`src/rtl/register_file_16x8_pkg.sv`:
```
// Shared sizes, types and reset value for the 16x8 register file.
package register_file_16x8_pkg;
    localparam int DATA_W   = 8;
    localparam int ADDR_W   = 4;
    localparam int NUM_REGS = 2 ** ADDR_W;

    typedef logic [DATA_W-1:0] rf_data_t;
    typedef logic [ADDR_W-1:0] rf_addr_t;

    localparam rf_data_t RF_RESET_VAL = 8'h00;
endpackage

```
`src/rtl/register_file_16x8_if.sv`:
```
// Datapath-side bus of the register file: one write port, two read ports.
interface register_file_16x8_if;
    import register_file_16x8_pkg::*;

    // No handshake: a write lands on every rising edge and reads are combinational.
    rf_data_t replaceData;
    rf_addr_t replaceSel;
    rf_addr_t A_sel;
    rf_addr_t B_sel;
    rf_data_t A;
    rf_data_t B;

    modport master (
        output replaceData, replaceSel, A_sel, B_sel,
        input  A, B
    );

    modport slave (
        input  replaceData, replaceSel, A_sel, B_sel,
        output A, B
    );
endinterface

```
`src/rtl/register_file_16x8_read_port.sv`:
```
// Combinational NUM_REGS:1 read mux; one instance per operand bus.
module regfile_read_port
    import register_file_16x8_pkg::*;
(
    input  rf_data_t i_regs [NUM_REGS],
    input  rf_addr_t i_sel,
    output rf_data_t o_data
);
    always_comb begin
        o_data = RF_RESET_VAL;
        for (int i = 0; i < NUM_REGS; i++) begin
            if (i_sel == rf_addr_t'(i)) begin
                o_data = i_regs[i];
            end
        end
    end
endmodule

```
`src/rtl/register_file_16x8.sv`:
```
// 16x8 register file: unconditional write every edge, two independent async read ports.
module register_file_16x8
    import register_file_16x8_pkg::*;
(
    input  logic                  clk,
    input  logic                  rst,
    register_file_16x8_if.slave   bus
);
    rf_data_t r_regs [NUM_REGS];
    rf_data_t w_a;
    rf_data_t w_b;

    // Reset wins over the write on a shared edge; no bypass, so a write shows after its edge.
    always_ff @(posedge clk or posedge rst) begin
        if (rst) begin
            for (int i = 0; i < NUM_REGS; i++) begin
                r_regs[i] <= RF_RESET_VAL;
            end
        end else begin
            for (int i = 0; i < NUM_REGS; i++) begin
                if (bus.replaceSel == rf_addr_t'(i)) begin
                    r_regs[i] <= bus.replaceData;
                end
            end
        end
    end

    regfile_read_port u_read_a (
        .i_regs (r_regs),
        .i_sel  (bus.A_sel),
        .o_data (w_a)
    );

    regfile_read_port u_read_b (
        .i_regs (r_regs),
        .i_sel  (bus.B_sel),
        .o_data (w_b)
    );

    assign bus.A = w_a;
    assign bus.B = w_b;
endmodule

```
`src/flat_wrapper.sv`:
```
// flat-port wrapper written by rule: the top's interface ports become plain ports
module register_file_16x8_flat import register_file_16x8_pkg::*;
  (clk, rst, bus_replaceData, bus_replaceSel, bus_A_sel, bus_B_sel, bus_A, bus_B);
  register_file_16x8_if bus_i ();
  input  logic clk;
  input  logic rst;
  input wire logic [$bits(bus_i.replaceData)-1:0] bus_replaceData;
  input wire logic [$bits(bus_i.replaceSel)-1:0] bus_replaceSel;
  input wire logic [$bits(bus_i.A_sel)-1:0] bus_A_sel;
  input wire logic [$bits(bus_i.B_sel)-1:0] bus_B_sel;
  output wire logic [$bits(bus_i.A)-1:0] bus_A;
  output wire logic [$bits(bus_i.B)-1:0] bus_B;
  assign bus_i.replaceData = bus_replaceData;
  assign bus_i.replaceSel = bus_replaceSel;
  assign bus_i.A_sel = bus_A_sel;
  assign bus_i.B_sel = bus_B_sel;
  assign bus_A = bus_i.A;
  assign bus_B = bus_i.B;
  register_file_16x8 u_core (.clk(clk), .rst(rst), .bus(bus_i));
endmodule
```
`config.mk`:
```
export PLATFORM = sky130hd
export DESIGN_NAME = register_file_16x8_flat
export DESIGN_NICKNAME = d
export VERILOG_FILES = /design/src/rtl/register_file_16x8_pkg.sv /design/src/rtl/register_file_16x8_if.sv /design/src/rtl/register_file_16x8_read_port.sv /design/src/rtl/register_file_16x8.sv /design/src/flat_wrapper.sv
export SDC_FILE = /design/constraint.sdc
export NUM_CORES = 1
export LEC_CHECK = 0
export ABC_AREA = 1
export BUFFER_PORTS_ARGS = -buffer_cell sky130_fd_sc_hd__buf_2
export CORE_UTILIZATION = 55
export CTS_CLUSTER_DIAMETER = 100
export CTS_CLUSTER_SIZE = 30
export DETAILED_ROUTE_END_ITERATION = 8
export PLACE_DENSITY = 0.82
export SETUP_SLACK_MARGIN = 0.05
export SYNTH_ARGS = -nofsm -noshare
export SYNTH_HDL_FRONTEND = slang
export SYNTH_HIERARCHICAL = 1
export SYNTH_SLANG_ARGS = --single-unit
```
`constraint.sdc`:
```
create_clock -name clk -period 7.15 [get_ports clk]
set_clock_uncertainty 0.15 [all_clocks]
set_input_delay 1.7875 -clock clk [delete_from_list [all_inputs] [get_ports clk]]
set_output_delay 1.7875 -clock clk [all_outputs]
set_load 0.03 [all_outputs]
```
==> metrics.md, run 1 <==
| Metric | Value |
|---|---|
| WP data arrival | ~3600 ps |
| Ranking of synthesized cells by area | dfrtp_1, nand2_1, nand3_1 |
| Hold Fails Final Rpt | 0 |
| CP peak stage delay | 570 ps |
| ANT nets after route | 0 |
| Mapped Cells | ~1100 |
| Area leader, netlist | dfrtp_1 |
| Synthesized area per cell | roughly 6.6 µm² |
| Ys Warns | 6 |
| Power Density | 265.8 mW/mm² |
| Std cell rows | between 40 and 50 |
| First-pass GRT wire length | between 30000 and 40000 µm |
| Worst Tran Pin Value | ~970 ps |
| Iter 0 DRT Violations | about 1400 |
| CTS buffer count | 17 |
| Cts hold-fix bufs | 0 |
| Synth top area share | ~43% |
| Fmax | around 180 MHz |
| WL per Instance | roughly 18 µm |
| Worst-path maximum fanout | 8 |
| Die Y | approximately 120 µm |
| Dpl hpwl | 16110 µm |
| H-tree Lvls | 4 |
| Largest net degree at the start of global routing | between 70 and 80 |
| Vias in the first global route | between 6000 and 7000 |
| Worst-path cell chain | buf_2 > inv_1 > nand2_1 > nor2_1 > a21oi_1 > nand3_1 > nand2_1 > nand4_1 > nor2_1 > nand3_1 > nand2_1 > nand4_1 > buf_2 |
| Largest buffer count on any clock path | 2 |
| Reg2reg setup slack | about 6300 ps |
| Core Area | between 0.01 and 0.015 mm² |
| Fin crit period | 5571 ps |
| Top Ports | 38 |
| RSZ-0062 raised after global routing | no |
| # clock sinks | between 100 and 150 |
| Outcome | complete, no violations |
| # DRC | 0 |
| Largest Register | u_core/r_regs |
| Setup bufs post-CTS | 0 |
| Initial antenna violation count | 0 |
| #FFs+latches synth | about 130 |
| Final period util | between 70 and 80% |
| CP Capture Type | output pin |
| Setup Viol. Count Final | 0 |
| Slew Viols, Final | 0 |
| Worst VDD drop | 171.1 µV |
| Number of max-cap violations | 0 |
| Startpoint Class | input port |
| Post-cts sizing count | 0 |
| Via count | a little under 8000 |
| Critical Path Slowest Stage Cell | nor2_1 |
| Drt first pass iters | 9 |
| Regs by FF count | u_core/r_regs: 128 flops |
| Fin nets | approximately 1200 |
| DIE WIDTH | 118.2 µm |
| CP endpoint | bus_A[2] |
| Most frequent CP cell | nand2_1 |
| Root Buffer | clkbuf_16 |
| Setup CP Type | input port to output pin |
| RR Startpoint | u_core/r_regs[46] |
| Clk_lat worst skew | approximately 420 ps |
| Clk pin slew, worst setup/hold paths | 60 ps |
| Slew headroom | around 36% |
| # diodes | 0 |
| Hold WS | between 300 and 400 ps |
| Crit path from | bus_A_sel[3] |
| Port bufs | 37 |
| WP data required | 5210 ps |
| Initial Util | a little under three fifths |
| Synthesis-to-finish area growth | 10.79% |
| Total gr overflow | 0 |
| Mapped Area | between 0.007 and 0.008 mm² |
| Yosys cell types | 19 |
| Die area | approximately 0.014 mm² |
| Setup TNS | 0 ps |
| Leak | between 4 and 5 nW |
| Via/cell ratio | 5.798 |
| Syn Nets | around 1200 |
| Worst reg2reg endpoint | u_core/r_regs[46] |
| Routed Wire Length | 23790 µm |
| Share of layout cells above drive strength 1 | ~8.6% |
| Hold Path Class | flop to flop |
| Seq/Total Area, Yosys | 43.14% |
| Number of flip-flops under the largest register name | approximately 130 |
| Gr usage total | between 30% and 40% |
| Fillcell total | 1191 |
| CTS tree | yes |
| Reg2Reg Depth | 2 |
| Placer congestion estimate | about 1.0 |
[layer usage]
layer / GRT usage [%] / share of wire [%] / vias to the layer above
met4: 12.02 / 2.3 / 0
met5: 0 / 0 / -
met3: 11.87 / 14 / 49
li1: - / - / 3602
met2: 49.04 / 42 / 514
met1: 50.24 / 41 / 3622
[worst max-delay path, delay by kind of cell]
family	cells	cell delay [ps]
buffers and inverters	3	370
AO/OA/AOI/OAI	1	140
AND/OR/NAND/NOR	9	1310
[Yosys cell counts (all sizes together)]
| cell | instances |
|---|---|
| a21oi | 22 |
| buf | 20 |
| clkbuf | 18 |
| dfrtp | 128 |
| inv | 91 |
| nand2 | 542 |
| nand3 | 154 |
| nand4 | 34 |
| nor2 | 103 |
| nor3 | 2 |
| o21ai | 4 |
| or2 | 12 |
[cells in the final DEF (no fill, tap or decap), types with 7 or more instances in the layout]
cell          n
nor2_1       89
nand4_1      34
nand2_1     539
a21oi_1      22
inv_1        89
nor2_2        8
dfrtp_1     128
clkinvlp_4    7
clkbuf_16    17
buf_2        37
or2_2         8
nand3_1     154
[logic make-up (layout without fill, tap and decap cells)]
| logic type | after synthesis | in the layout | synth area share [%] |
|---|---|---|---|
| flip-flops | 128 | 128 | 43.14 |
| buffers and inverters | 129 | 166 | 7.128 |
| AO/OA/AOI/OAI | 26 | 26 | 1.753 |
| AND/OR/NAND/NOR | 847 | 847 | 47.98 |
[power breakdown]
part / switching [mW] / internal [mW] / total, mW
registers: 0.150 / 0.861 / 1.01
logic: 0.273 / 0.120 / 0.392
clock network: 0.332 / 0.451 / 0.783
total: 0.754 / 1.43 / 2.19
[worst min path at each step]
stage	to	start	depth (start not counted)
finish	u_core/r_regs[121]	u_core/r_regs[121]	2
global route	u_core/r_regs[20]	u_core/r_regs[20]	2
CTS	u_core/r_regs[106]	u_core/r_regs[106]	2
detailed placement	u_core/r_regs[106]	u_core/r_regs[106]	2
global placement	u_core/r_regs[48]	u_core/r_regs[48]	2
floorplan	u_core/r_regs[26]	u_core/r_regs[26]	2
[metrics by stage]
step / worst slack [ps] / std cells / power [mW] / utilization [%] / cell area [µm²]
global placement: 1737 / 1311 / 1.377 / 58.30 / 7690
global route: 1417 / 1343 / 2.277 / 62.36 / 8225
detailed placement: 1729 / 1311 / 1.391 / 58.30 / 7690
finish: 1579 / 1343 / 2.186 / 62.36 / 8225
CTS: 1722 / 1343 / 2.173 / 62.36 / 8225
floorplan: 1800 / 1130 / 1.239 / - / 7425
[final cells by class]
class	instances	area, µm²	area share [%]
inverters	91	344.1	4.183
clock inverters	12	88.84	1.080
flip-flops and latches	128	3203	38.94
clock buffers	20	446.7	5.430
repair buffers	43	230.2	2.799
multi-input cells	873	3692	44.89
well taps	176	220.2	2.677
(Power assumes the default switching activity.)
==> run 2: changes to the inputs <==
==> constraint.sdc (replaced) <==
create_clock -name clk -period 5.77 [get_ports clk]
set_clock_uncertainty 0.15 [all_clocks]
set_input_delay 1.4425 -clock clk [delete_from_list [all_inputs] [get_ports clk]]
set_output_delay 1.4425 -clock clk [all_outputs]
set_load 0.03 [all_outputs]
==> metrics.md, run 2 (same netlist as run 1, synthesis figures left out) <==
| Metric | Value |
|---|---|
| Slew headroom | 14.24% (was 35.54%) |
| Clk_lat worst skew | 420 ps (about the same) |
| Gr usage total | 36.16% (was 34.99%) |
| Setup CP Type | input port to output pin (unchanged) |
| Regs by FF count | u_core/r_regs: 128 flops (unchanged) |
| # diodes | 0 (unchanged) |
| Post-cts sizing count | 0 (unchanged) |
| Share of layout cells above drive strength 1 | 8.818% (was 8.569%) |
| Fin crit period | a little under 5000 ps |
| Largest Register | u_core/r_regs (unchanged) |
| Std cell rows | 42 (unchanged) |
| Port bufs | 37 (unchanged) |
| Die area | 0.01397 mm² (unchanged) |
| Clk pin slew, worst setup/hold paths | 60 ps (about the same) |
| Number of max-cap violations | 0 (unchanged) |
| Power Density | 340.2 mW/mm² (was 265.8 mW/mm²) |
| RSZ-0062 raised after global routing | no (unchanged) |
| Startpoint Class | input port (unchanged) |
| Number of flip-flops under the largest register name | 128 (unchanged) |
| Initial antenna violation count | 0 (unchanged) |
| Clock power share | 38.2% (was 35.8%) |
| Fin cells | 1344 (was 1343) |
| Final period util | ~85% |
| Core Util, Final | 62.88% (was 62.36%) |
| Inst Count DP | 1312 (was 1311) |
| # clock sinks | 128 (unchanged) |
| Dpl hpwl | 16400 µm (was 16110 µm) |
| Sw Ratio | 33.79% (was 34.50%) |
| Fillcell total | 1180 (was 1191) |
| Hold Fails Final Rpt | 0 (unchanged) |
| Cell area after layout | 0.008294 mm² (was 0.008225 mm²) |
| Hold WS | 351.4 ps (was 351.1 ps) |
| CTS tree | yes (unchanged) |
| First-pass GRT wire length | 38430 µm (was 37100 µm) |
| Setup TNS | 0 ps (unchanged) |
| Iter 0 DRT Violations | 1281 (was 1376) |
| Fmax | about 200 MHz |
| Hold Path Class | flop to flop (unchanged) |
| Placer congestion estimate | 0.9574 (was 1.040) |
| DIE WIDTH | 118.2 µm (unchanged) |
| Root Buffer | clkbuf_16 (unchanged) |
| Worst VDD drop | 204.3 µV (was 171.1 µV) |
| Largest net degree at the start of global routing | 60 (was 78) |
| Largest buffer count on any clock path | 2 (unchanged) |
| Gate power share | 17.5% (was 17.9%) |
| Sequential Power Share | 44.3% (was 46.3%) |
| CTS buffer count | 17 (unchanged) |
| Setup Viol. Count Final | 0 (unchanged) |
| Crit path from | bus_A_sel[2] (was bus_A_sel[3]) |
| Die Y | 118.2 µm (unchanged) |
| Core Area | 0.01319 mm² (unchanged) |
| Worst Tran Pin Value | 1285 ps (was 967.0 ps) |
| Placed Area | 0.007697 mm² (was 0.007690 mm²) |
| Via count | 7824 (was 7787) |
| Final WS setup | 871.7 ps (was 1579 ps) |
| Routed Wire Length | 24320 µm (was 23790 µm) |
| Vias in the first global route | 7091 (was 6816) |
| Top Ports | 38 (unchanged) |
| RR Startpoint | u_core/r_regs[44] (was u_core/r_regs[46]) |
| WP data required | 4180 ps (was 5210 ps) |
| Cts hold-fix bufs | 0 (unchanged) |
| Hold_sp | u_core/r_regs[24] (was u_core/r_regs[121]) |
| Outcome | complete, no violations (unchanged) |
| Most frequent cells in the layout | nand2_1, nand3_1, dfrtp_1 (unchanged) |
| CP Capture Type | output pin (unchanged) |
| Drt first pass iters | 6 (was 9) |
| Synthesis-to-finish area growth | 11.71% (was 10.79%) |
| Switch Pwr | 0.9536 mW (was 0.7543 mW) |
| Pre-CTS setup slack | 946.4 ps (was 1729 ps) |
| Fin nets | 1177 (was 1176) |
| Setup bufs post-CTS | 0 (unchanged) |
| ANT nets after route | 0 (unchanged) |
| WL per Instance | 18.09 µm (was 17.71 µm) |
| Leak | 4.347 nW (was 4.300 nW) |
| Worst-path maximum fanout | 14 (was 8) |
| Total gr overflow | 0 (unchanged) |
| # DRC | 0 (unchanged) |
| Total power | 2.822 mW (was 2.186 mW) |
| WP data arrival | 3310 ps (was 3630 ps) |
| P_int | 1.868 mW (was 1.432 mW) |
| Via/cell ratio | 5.821 (was 5.798) |
| Slew Viols, Final | 0 (unchanged) |
| Initial Util | 56.29% (unchanged) |
| H-tree Lvls | 4 (unchanged) |
| Commonest non-fill, non-tap cell in the layout | nand2_1 (unchanged) |
==> run 2: cell count changes in the layout (fill, tap and decap cells not counted), sizes merged <==
cell / before / now
bufinv: 0 / 2
clkinvlp: 7 / 3
clkinv: 4 / 6
clkbuf: 20 / 18
buf: 43 / 44
inv: 92 / 94
==> run 2: routing by layer <==
layer	global-route usage, %	vias to the layer above	share of wire [%]
li1	-	3599	-
met5	0	-	0
met4	16.43	0	4.0
met1	52.26	3619	42
met2	51.51	533	42
met3	8.253	73	12
==> run 2: layout make-up <==
| cell class | count | area, µm² | area share, % |
|---|---|---|---|
| tap | 176 | 220.2 | 2.655 |
| timing repair buffer | 44 | 237.7 | 2.866 |
| clock inverter | 14 | 157.7 | 1.901 |
| sequential | 128 | 3203 | 38.62 |
| clock buffer | 18 | 439.2 | 5.295 |
| inverter | 91 | 344.1 | 4.148 |
| multi-input combinational | 873 | 3692 | 44.52 |
==> run 2: worst max-delay path: stages <==
cell and delay (ps):
buf_2 120, nor2_1 360, buf_4 270, nand2_1 110, inv_1 180, nand2_1 80
nand3_1 80, nand2_1 80, nand4_1 110, nor2_1 60, nand4_1 80, nand2_1 80
nand3_1 70, buf_2 190
==> run 2: power by group through the flow <==
stage / clock network, mW / logic [mW] / registers (mW)
after floorplan: 0 / 0.357 / 1.18
after CTS: 1.09 / 0.485 / 1.24
after global placement: 0 / 0.463 / 1.25
after detailed placement: 0 / 0.481 / 1.25
after global routing: 1.12 / 0.549 / 1.27
final: 1.08 / 0.494 / 1.25
==> run 2: final timing paths <==
path	to	cells after the start	slack [ps]
max	bus_A[0]	14	870
min	u_core/r_regs[24]	2	350
max reg2reg	u_core/r_regs[44]	2	4910
min reg2reg	u_core/r_regs[24]	2	350
max in group asynchronous	u_core/r_regs[111]	3	3470
min in group asynchronous	u_core/r_regs[40]	2	990
